$ cat config.mk
export PLATFORM = sky130hd
export DESIGN_NAME = pll_rst_seq
export DESIGN_NICKNAME = d
export VERILOG_FILES = /design/src/rtl/pll_rst_seq.sv
export SDC_FILE = /design/constraint.sdc
export NUM_CORES = 1
export LEC_CHECK = 0
export BUFFER_PORTS_ARGS = -buffer_cell sky130_fd_sc_hd__buf_2
export CAP_MARGIN = 20
export CORE_UTILIZATION = 30
export DETAILED_ROUTE_END_ITERATION = 8
export GPL_TIMING_DRIVEN = 0
export HOLD_SLACK_MARGIN = 0.03
export PLACE_DENSITY = 0.54
export SKIP_CTS_REPAIR_TIMING = 1
export SYNTH_ARGS = -nofsm -noshare
export SYNTH_HDL_FRONTEND = slang
export SYNTH_SLANG_ARGS = --single-unit
$ cat constraint.sdc
create_clock -name clk -period 2.5 [get_ports clk]
set_clock_uncertainty 0.2 [all_clocks]
set_input_delay 0.375 -clock clk [delete_from_list [all_inputs] [get_ports clk]]
set_output_delay 0.375 -clock clk [all_outputs]
set_load 0.05 [all_outputs]
$ cat src/rtl/pll_rst_seq.sv
// pll_rst_seq: reset/lock sequencer for the on-chip PLL wrapper.
// Pulses the PLL reset, waits for a synchronized and qualified lock (with a
// timeout and bounded retries), then releases the downstream reset. Losing
// lock while running restarts the whole sequence. Runs on the PLL reference
// clock, never on a PLL output clock.
// Optional build macro: PLL_RST_SEQ_LOSS_CNT_EN adds a saturating loss_cnt
// output counting RUN->RESET transitions caused by lock loss.
module pll_rst_seq #(
    parameter int RST_CYCLES    = 16,
    parameter int LOCK_TIMEOUT  = 65536,
    parameter int STABLE_CYCLES = 1024,
    parameter int MAX_RETRY     = 4,
    parameter int SYNC_STAGES   = 2
) (
    input  logic                             clk,
    input  logic                             rst,
    input  logic                             pll_lock,
    input  logic                             restart,
    output logic                             pll_rst,
    output logic                             user_rst,
    output logic                             pll_ready,
    output logic                             pll_fail,
`ifdef PLL_RST_SEQ_LOSS_CNT_EN
    output logic [15:0]                      loss_cnt,
`endif
    output logic [$clog2(MAX_RETRY+1)-1:0]   retry_cnt
);

    // Counter must hold the largest terminal count of any timed state.
    localparam int MAX_AB  = (RST_CYCLES > LOCK_TIMEOUT) ? RST_CYCLES : LOCK_TIMEOUT;
    localparam int CNT_MAX = (MAX_AB > STABLE_CYCLES) ? MAX_AB : STABLE_CYCLES;
    localparam int CW      = (CNT_MAX > 1) ? $clog2(CNT_MAX) : 1;
    localparam int RW      = $clog2(MAX_RETRY + 1);

    localparam logic [CW-1:0] RST_LAST    = CW'(RST_CYCLES - 1);
    localparam logic [CW-1:0] LOCK_LAST   = CW'(LOCK_TIMEOUT - 1);
    localparam logic [CW-1:0] STABLE_LAST = CW'(STABLE_CYCLES - 1);
    localparam logic [RW-1:0] RETRY_MAX   = RW'(MAX_RETRY);

    typedef enum logic [2:0] {
        ST_RESET     = 3'd0,
        ST_WAIT_LOCK = 3'd1,
        ST_STABLE    = 3'd2,
        ST_RUN       = 3'd3,
        ST_FAIL      = 3'd4
    } state_t;

    state_t          state_reg, state_next;
    logic [CW-1:0]   cnt_reg, cnt_next;
    logic [RW-1:0]   retry_reg, retry_next;
    logic [RW-1:0]   retry_inc;
    logic [SYNC_STAGES-1:0] sync_reg;
    logic            lock_s;
    logic            pll_rst_next, user_rst_next, pll_ready_next, pll_fail_next;

    // Lock synchronizer: pll_lock is asynchronous, only the last stage is used.
    always_ff @(posedge clk) begin
        if (rst) begin
            sync_reg <= '0;
        end else begin
            sync_reg <= {sync_reg[SYNC_STAGES-2:0], pll_lock};
        end
    end

    assign lock_s = sync_reg[SYNC_STAGES-1];

    // Timeout count saturates so retry_cnt can never exceed MAX_RETRY.
    assign retry_inc = (retry_reg == RETRY_MAX) ? retry_reg : retry_reg + RW'(1);

    // Next-state, counter and retry logic; restart overrides every state.
    always_comb begin
        state_next = state_reg;
        cnt_next   = cnt_reg;
        retry_next = retry_reg;
        if (restart) begin
            state_next = ST_RESET;
            cnt_next   = '0;
            retry_next = '0;
        end else begin
            unique case (state_reg)
                ST_RESET: begin
                    if (cnt_reg == RST_LAST) begin
                        state_next = ST_WAIT_LOCK;
                        cnt_next   = '0;
                    end else begin
                        cnt_next = cnt_reg + CW'(1);
                    end
                end
                ST_WAIT_LOCK: begin
                    // Lock wins over a timeout landing on the same cycle.
                    if (lock_s) begin
                        state_next = ST_STABLE;
                        cnt_next   = '0;
                    end else if (cnt_reg == LOCK_LAST) begin
                        retry_next = retry_inc;
                        state_next = (retry_inc == RETRY_MAX) ? ST_FAIL : ST_RESET;
                        cnt_next   = '0;
                    end else begin
                        cnt_next = cnt_reg + CW'(1);
                    end
                end
                ST_STABLE: begin
                    // A dropout restarts the lock window without re-resetting the PLL.
                    if (!lock_s) begin
                        state_next = ST_WAIT_LOCK;
                        cnt_next   = '0;
                    end else if (cnt_reg == STABLE_LAST) begin
                        state_next = ST_RUN;
                        cnt_next   = '0;
                        retry_next = '0;
                    end else begin
                        cnt_next = cnt_reg + CW'(1);
                    end
                end
                ST_RUN: begin
                    if (!lock_s) begin
                        state_next = ST_RESET;
                        cnt_next   = '0;
                    end
                end
                ST_FAIL: begin
                    state_next = ST_FAIL;
                end
                default: begin
                    state_next = ST_RESET;
                    cnt_next   = '0;
                    retry_next = '0;
                end
            endcase
        end
    end

    // Output decode from the next state so outputs move with the state register.
    always_comb begin
        pll_rst_next   = 1'b0;
        user_rst_next  = 1'b1;
        pll_ready_next = 1'b0;
        pll_fail_next  = 1'b0;
        unique case (state_next)
            ST_RESET:     pll_rst_next = 1'b1;
            ST_WAIT_LOCK: pll_rst_next = 1'b0;
            ST_STABLE:    pll_rst_next = 1'b0;
            ST_RUN: begin
                user_rst_next  = 1'b0;
                pll_ready_next = 1'b1;
            end
            ST_FAIL: begin
                pll_rst_next  = 1'b1;
                pll_fail_next = 1'b1;
            end
            default:      pll_rst_next = 1'b1;
        endcase
    end

    // State, counter, retry and registered outputs.
    always_ff @(posedge clk) begin
        if (rst) begin
            state_reg <= ST_RESET;
            cnt_reg   <= '0;
            retry_reg <= '0;
            pll_rst   <= 1'b1;
            user_rst  <= 1'b1;
            pll_ready <= 1'b0;
            pll_fail  <= 1'b0;
        end else begin
            state_reg <= state_next;
            cnt_reg   <= cnt_next;
            retry_reg <= retry_next;
            pll_rst   <= pll_rst_next;
            user_rst  <= user_rst_next;
            pll_ready <= pll_ready_next;
            pll_fail  <= pll_fail_next;
        end
    end

    assign retry_cnt = retry_reg;

`ifdef PLL_RST_SEQ_LOSS_CNT_EN
    logic [15:0] loss_reg;
    logic        loss_hit;

    // Only a genuine lock loss in RUN counts; a restart in the same cycle does not.
    assign loss_hit = !restart && (state_reg == ST_RUN) && !lock_s;

    // Saturating loss counter, survives restart and clears only on rst.
    always_ff @(posedge clk) begin
        if (rst) begin
            loss_reg <= '0;
        end else if (loss_hit && (loss_reg != 16'hFFFF)) begin
            loss_reg <= loss_reg + 16'd1;
        end
    end

    assign loss_cnt = loss_reg;
`endif

endmodule

# ---- Word-level counts from Yosys, hierarchy flattened
# Index checks and enable logic that the tools add are counted.
# W data, S select, Z words.
dict set report word_totals {
  register_bits 28
  inputBits 4
}
dict set report classes {
  add_sub_neg 2
  eq_ne 18
  n_mux 26
  n_bitwise 2
  reduce_logical 6
}
# operator n
set op_table {}
lappend op_table {{$mux W16} 6}
lappend op_table {{$pmux W16 S5} 1}
lappend op_table {{$mux W3} 13}
lappend op_table {{$add A16 B1 Y16 const B} 1}
lappend op_table {{$eq A16 B10 Y1 const B} 1}
lappend op_table {{$eq A16 B16 Y1 const B} 1}
lappend op_table {{$eq A16 B4 Y1 const B} 1}
lappend op_table {{$pmux W3 S5} 1}
lappend op_table {{$eq A3 B2 Y1 const B} 4}
lappend op_table {{$eq A3 B3 Y1 const B} 4}
lappend op_table {{$ne A2 B2 Y1 const B} 5}
lappend op_table {{$pmux W3 S3} 1}
lappend op_table {{$eq A3 B1 Y1 const B} 2}
lappend op_table {{$reduce_or A3 Y1} 2}
lappend op_table {{$reduce_and A5 Y1} 1}
lappend op_table {{$mux W1} 4}
lappend op_table {{$add A3 B1 Y3 const B} 1}
lappend op_table {{$logic_not A3 Y1} 1}
lappend op_table {{$not A1 Y1} 2}
lappend op_table {{$reduce_and A2 Y1} 1}
lappend op_table {{$reduce_or A2 Y1} 1}

# ---- Longest topological paths before layout
# Gate-level depths: netlist (run 1).
dict set report depth {
  depth_word 11
  ltp_mapped 8
  ltp_nobuf 8
}

# ---- Worst setup path before layout (run 1)
# No wires, ideal clock.
dict set report synth_path {
  kind {register to register}
  from {register retry_reg[0], in the netlist retry_cnt[0]}
  to {register pll_rst}
  setup_ns 0.120
  arrival_ns 1.733
  path_slack_ns 0.447
  path_stages_with_launch 8
  path_buffers 0
  period_less_slack_ns 2.053
  path_cell_list {dfxtp_1 -> inv_1 -> ha_1 -> nand3_1 -> o21ai_0 -> a31oi_1 -> nor3_1 -> a211o_1}
}
dict set report synth_via {
  elab_chain_len 11
  word_cells_on_any_way 14
}
# item line
set synth_rtl {}
lappend synth_rtl {{from (decl)} 50} ;# logic [RW-1:0] retry_reg, retry_next;
lappend synth_rtl {{from (signal assigned)} 168} ;# retry_reg <= retry_next;
lappend synth_rtl {{$add A3 B1 Y3 / $eq A3 B3 Y1 (equally long branches)} 68} ;# assign retry_inc = (retry_reg == RETRY_MAX) ? retry_reg : retry_reg + RW'(1);
lappend synth_rtl {{$mux W3 *} 68}
lappend synth_rtl {{$eq A3 B3 Y1 *} 96} ;# state_next = (retry_inc == RETRY_MAX) ? ST_FAIL : ST_RESET;
lappend synth_rtl {{$mux W3 *} 96}
lappend synth_rtl {{$mux W3 *} 94} ;# end else if (cnt_reg == LOCK_LAST) begin
lappend synth_rtl {{$mux W3 *} 91} ;# if (lock_s) begin
lappend synth_rtl {{$pmux W3 S5 *} 80} ;# unique case (state_reg)
lappend synth_rtl {{$mux W3 *} 75} ;# if (restart) begin
lappend synth_rtl {{$eq A3 B2 Y1 / $eq A3 B1 Y1 (equally long branches)} 139} ;# unique case (state_next)
lappend synth_rtl {{$reduce_or A3 Y1 (no source line) *} -}
lappend synth_rtl {{$mux W1 *} 139}
lappend synth_rtl {{to (signal assigned)} 169} ;# pll_rst <= pll_rst_next;
lappend synth_rtl {{to (decl)} 19} ;# output logic pll_rst,
# Mark *: on every way between the ends. The rest lies on a longest branch, timed or not.
# A chain may end at the register's enable or synchronous reset.

# ---- Worst setup path in the final report (run 1)
dict set report layout_path {
  from {register cnt_reg[0]}
  to {register cnt_reg[10]}
}
dict set report layout_via {
  elab_chain_len 4
  word_cells_on_any_way 10
}
# item line
set layout_rtl {}
lappend layout_rtl {{from (decl)} 49} ;# logic [CW-1:0] cnt_reg, cnt_next;
lappend layout_rtl {{from (signal assigned)} 167} ;# cnt_reg <= cnt_next;
lappend layout_rtl {{$add A16 B1 Y16, or another cell as far along} {86, 99, 112}}
lappend layout_rtl {{$mux W16, on equally long branches} {107, 94}}
lappend layout_rtl {{$mux W16, on equally long branches} {104, 91}}
lappend layout_rtl {{$pmux W16 S5 *} 80}
# Marked as above.

==> run_results.csv, run 1 <==
group,metric,value,unit
power,cellPowerDensity,488,nW/um^2
synthesis,synth_common_cells,"nor2_1, dfxtp_1, nand3_1",
hold_path,hold_path_class,"in2reg",
layout,largest_reg_flops,16,
floorplan,core_area,4750,sq um
clock_tree,clock_latency,0.28,ns
sta,holdWs,0.0987,ns
sta,fin_crit,2.20,ns
setup_path,end_kind,"flop",
synthesis,synth_flop_cell,"dfxtp_1",
route,first_iter_violations,55,
route,num_vias,1291,
synthesis,syn-cell-area,1490,sq um
global_routing,grt_overflow,0,
setup_path,crit_family,"simple AND/OR/NAND/NOR gates",
layout,nets,200,
synthesis,synth_top_area_frac,0.376,
setup_path,crit_slowest_cell,"dfxtp_1",
layout,fill_cells,525,
synthesis,mappedNetlistNets,186,
synthesis,avgSynthCellArea,8.34,sq um
sta,max-slew-margin-rel,0.600,
synthesis,synth_top_cell_by_area,"dfxtp_1",
floorplan,start_util,0.314,
global_routing,grt_max_degree,17,
layout,final_util,0.358,
power,irDropWorstVdd,0.342,mV
floorplan,die_area,5260,sq um
route,post_drt_via_cell_ratio,4.98,
global_routing,grt_pass1_vias,1183,
setup_path,cp_max_fo,10,
synthesis,ys_ff_latch,28,
placed_design,place_congestion,0.808,
sta,tightestPinTransition,0.594,ns
setup_path,worstPathCellList,"ha_1 > nand3_1 > nor4_4 > or2_2 > nand3_1 > o21ai_1 > buf_4 > nor2_1",
route,wl,3000,microns
placed_design,hpwl,2260,microns
job,maxCapViolations,0,
sta,maxSlewViolCount,0,
clock_tree,cts_buffer_depth,2,
clock_tree,cts.sinks,28,
setup_path,path_common_cell,"nand3_1",
status,status,"finished clean",
global_routing,antenna_found_initial,0,
floorplan,dieHeight,72.5,microns
synthesis,synth_edf_count,0,
sta,post-route-period-util,0.881,
synthesis,synth_warnings,0,
sta,grt_setup_unrepaired,"false",
synthesis,syn_inst,179,
route,first_pass_iters,5,
synthesis,yosys-top-cells-area,"dfxtp_1, nor2_1, nand3_1, nand4_1, xnor2_1",
synthesis,synth-seq-area-share,0.376,
synthesis,yosys.cell_count.top_type,"nor2_1",
sta,hold_viol,0,
floorplan,row_count,25,
layout,area_growth,14.0,%
setup_path,start_kind,"flop",
layout,num_antenna_cells,0,
clock_tree,cts.reportedPaths.clkPinSlew,0.10,ns
setup_path,crit_type,"reg2reg",
setup_path,cp.required,2.47,ns
sta,setup_tns,0,ns
route,drc,0,
placed_design,io_buffers,9,
power,leakagePower,0.613,nW
power,p_total,831,uW
floorplan,fp.dieW,72.5,microns
route,ant_nets,0,
setup_path,arrival,2.18,ns
setup_path,path_buf_inv,1,
global_routing,grt_pass1_wl,5380,microns
clock_tree,cts_tree,"yes",
synthesis,ys_async_sr_fraction,0,
setup_path,slowest_delay,0.40,ns
route,routedWlPerCell,11.6,microns
clock_tree,numCtsBuffers,3,
clock_tree,root_buffer,"clkbuf_8",
sta,setup_viol,0,
synthesis,synth_cell_types,50,
floorplan,num_io_pins,11,
sta,max_freq,454,MHz
layout,layout-drive-gt1-share,0.151,
clock_tree,htree_levels,1,
global_routing,track_usage,0.129,
layer usage:
layer,vias to the layer above,track usage,part of all wire
met1,595,0.182,0.53
met2,22,0.200,0.44
met3,2,0.0292,0.029
li1,672,-,-
met4,0,0.0261,0.0083
met5,-,0,0
final timing paths:
kind,startpoint,end,slack (ns),cells past startpoint
hold reg to reg,sync_reg[0],sync_reg[1],0.25,1
setup / recovery,cnt_reg[0],cnt_reg[10],0.30,8
hold / removal,pll_lock,sync_reg[0],0.1,2
setup reg to reg,cnt_reg[0],cnt_reg[10],0.30,8
logic make-up after synthesis:
group | share of synthesized area
AND/OR/NAND/NOR | 0.342
flip-flops | 0.376
multiplexers | 0.0277
AO/OA/AOI/OAI | 0.123
adder cells (fa/ha/maj) | 0.0251
XOR/XNOR | 0.0587
buffers and inverters | 0.0478
area by class of cell:
type / count / area [sq um] / area share
multi-input combinational: 136 / 870 / 0.511
sequential: 28 / 561 / 0.329
tap: 67 / 83.8 / 0.0493
timing repair buffer: 9 / 45.0 / 0.0265
clock buffer: 3 / 41.3 / 0.0243
buffer: 7 / 41.3 / 0.0243
clock inverter: 1 / 30.0 / 0.0176
inverter: 8 / 30.0 / 0.0176
metrics by stage:
| step | cell area (sq um) | setup WS (ns) | instances |
|---|---|---|---|
| finish | 1700 | 0.298 | 259 |
| global route | 1700 | 0.114 | 259 |
| CTS | 1690 | 0.0847 | 259 |
| detailed placement | 1620 | 0.0982 | 255 |
| global placement | 1620 | 0.0836 | 255 |
| floorplan | 1490 | 0.447 | 179 |
layout by cell type, fill, tap and decap left out, types with 4 or more instances in the layout:
cell type / synthesis / layout
dfxtp_1: 28 / 28
nor2_1: 30 / 30
inv_1: 8 / 8
xnor2_1: 6 / 6
nand2_1: 9 / 9
nor3_1: 5 / 5
nand4_1: 9 / 9
nor4_1: 5 / 5
buf_2: 3 / 12
a21oi_1: 6 / 6
xor2_1: 4 / 4
nand2b_1: 4 / 4
nand3_1: 12 / 12
power breakdown:
| part | switching (mW) | internal (mW) |
|---|---|---|
| Clock | 0.143 | 0.214 |
| Sequential | 0.00292 | 0.449 |
| Combinational | 0.0137 | 0.00817 |
| Total | 0.160 | 0.671 |
(Power assumes the default switching activity.)
==> inputs of run 2 (changes only) <==
PLACE_DENSITY = 0.56   (was 0.54)
clock period = 1.9 ns   (was 2.5 ns; I/O delays follow)
==> run_results.csv, run 2 (synthesized netlist as in run 1, its figures left out) <==
group,metric,value,unit
placed_design,hpwl,2270,microns
sta,post-route-period-util,1.08,
power,internal-power,883,uW
layout,mostFrequentLayoutCells,"nor2_1, buf_4, dfxtp_2",
global_routing,use_met2,0.207,
power,irDropWorstVdd,0.467,mV
clock_tree,root_buffer,"clkbuf_8",
clock_tree,clock_latency,0.27,ns
floorplan,start_util,0.314,
power,cellPowerDensity,531,nW/um^2
setup_path,crit_type,"reg2reg",
sta,grt_setup_unrepaired,"true",
clock_tree,numCtsBuffers,3,
layout,num_antenna_cells,0,
power,seq_power_share,0.532,
setup_path,slowest_delay,0.46,ns
power,combPwrFrac,0.039,
job,maxCapViolations,0,
route,routedWlPerCell,13.3,microns
clock_tree,cts_buffer_depth,2,
sta,fin_crit,2.05,ns
setup_path,worstPathCellList,"nor4_4 > nand4_1 > a2111o_1 > nand4_2 > nand2_2 > a211o_1",
route,wl,3660,microns
route,ant_nets,0,
setup_path,arrival,2.03,ns
route,drc,0,
power,power.share.clock,0.428,
placed_design,place_congestion,0.836,
clock_tree,cts.reportedPaths.clkPinSlew,0.10,ns
route,num_vias,1394,
sta,maxSlewViolCount,0,
floorplan,die_area,5260,sq um
floorplan,core_area,4750,sq um
setup_path,end_kind,"flop",
global_routing,busiest_layer,"met2",
sta,max_freq,488,MHz
sta,finalWorstSetupSlack,-0.151,ns
setup_path,cp.required,1.88,ns
status,failed_checks,"setup timing",
layout,nets,216,
global_routing,grt_max_degree,17,
global_routing,grt_overflow,0,
floorplan,fp.dieW,72.5,microns
setup_path,crit_family,"compound AO/OA/AOI/OAI gates",
route,first_iter_violations,115,
global_routing,track_usage,0.134,
floorplan,row_count,25,
sta,hold_viol,0,
setup_path,path_buf_inv,0,
global_routing,grt_pass1_vias,1238,
power,leakagePower,0.729,nW
layout,final_common_cell,"nor2_1",
power,p_sw_frac,0.200,
sta,max-slew-margin-rel,0.708,
sta,setup_viol,18,
placed_design,io_buffers,9,
sta,tightestPinTransition,0.434,ns
route,post_drt_via_cell_ratio,5.07,
floorplan,num_io_pins,11,
placed_design,placed_area,1650,sq um
layout,fill_cells,487,
layout,layout-drive-gt1-share,0.438,
power,p_switching,221,uW
status,status,"finished, violations left",
hold_path,hold_path_class,"in2reg",
setup_path,start_kind,"flop",
floorplan,dieHeight,72.5,microns
layout,area_growth,39.5,%
setup_path,cp_max_fo,4,
clock_tree,cts.sinks,28,
global_routing,met1_usage,0.189,
clock_tree,cts_tree,"yes",
setup_path,crit_slowest_cell,"a2111o_1",
layout,largest_reg_flops,16,
global_routing,grt_pass1_wl,5640,microns
route,first_pass_iters,4,
layout,post-route-cell-area,2080,sq um
global_routing,grt_use_met3,0.0181,
global_routing,antenna_found_initial,0,
layout,final_util,0.438,
clock_tree,htree_levels,1,
## run 2: cell types whose count changed in the layout (fill, tap and decap cells not counted), moves of 3 or more
cell | previous run | this run
dfxtp_1 | 28 | 11
nor2_1 | 30 | 20
dfxtp_2 | 0 | 12
buf_4 | 1 | 17
nor2_4 | 0 | 3
buf_2 | 12 | 9
buf_6 | 1 | 4
nor2_2 | 0 | 7
dfxtp_4 | 0 | 5
## run 2: area by class of cell
| class | instances | area, sq um | area share |
|---|---|---|---|
| inverter | 8 | 30.0 | 0.0144 |
| buffer | 5 | 41.3 | 0.0198 |
| multi-input combinational | 136 | 1070 | 0.516 |
| sequential | 28 | 594 | 0.285 |
| clock inverter | 1 | 30.0 | 0.0144 |
| tap | 67 | 83.8 | 0.0403 |
| clock buffer | 3 | 41.3 | 0.0198 |
| timing repair buffer | 27 | 188 | 0.0901 |
## run 2: per-stage QoR
step / power [mW] / setup slack (ns) / setup TNS, ns / cells / hold slack (ns)
floorplan: 0.629 / 0.00901 / 0 / 179 / 0.164
global placement: 0.639 / -0.331 / -5.23 / 255 / 0.218
detailed placement: 0.639 / -0.330 / -5.13 / 255 / 0.227
CTS: 1.11 / -0.352 / -5.66 / 259 / 0.0168
global route: 1.14 / -0.231 / -3.40 / 275 / 0.0333
finish: 1.10 / -0.151 / -1.31 / 275 / 0.0155
## run 2: power groups by stage
stage | Combinational, mW | Sequential [mW] | Clock, mW
3_5_place_dp | 0.0299 | 0.609 | 0
6_report | 0.0433 | 0.588 | 0.473
3_3_place_gp | 0.0295 | 0.609 | 0
2_1_floorplan | 0.0206 | 0.608 | 0
5_1_grt | 0.0486 | 0.589 | 0.503
4_1_cts | 0.0300 | 0.596 | 0.483
## run 2: final timing paths
check / slack [ns] / endpoint / start / cells after the start
max: -0.15 / pll_rst / cnt_reg[12] / 6
min: 0.02 / sync_reg[0] / pll_lock / 2
max reg2reg: -0.15 / pll_rst / cnt_reg[12] / 6
min reg2reg: 0.25 / sync_reg[1] / sync_reg[0] / 1
## run 2: metal layers
layer,share of wire,vias to the layer above
li1,-,707
met1,0.49,658
met2,0.47,23
met3,0.031,6
met4,0.016,0
met5,0,-
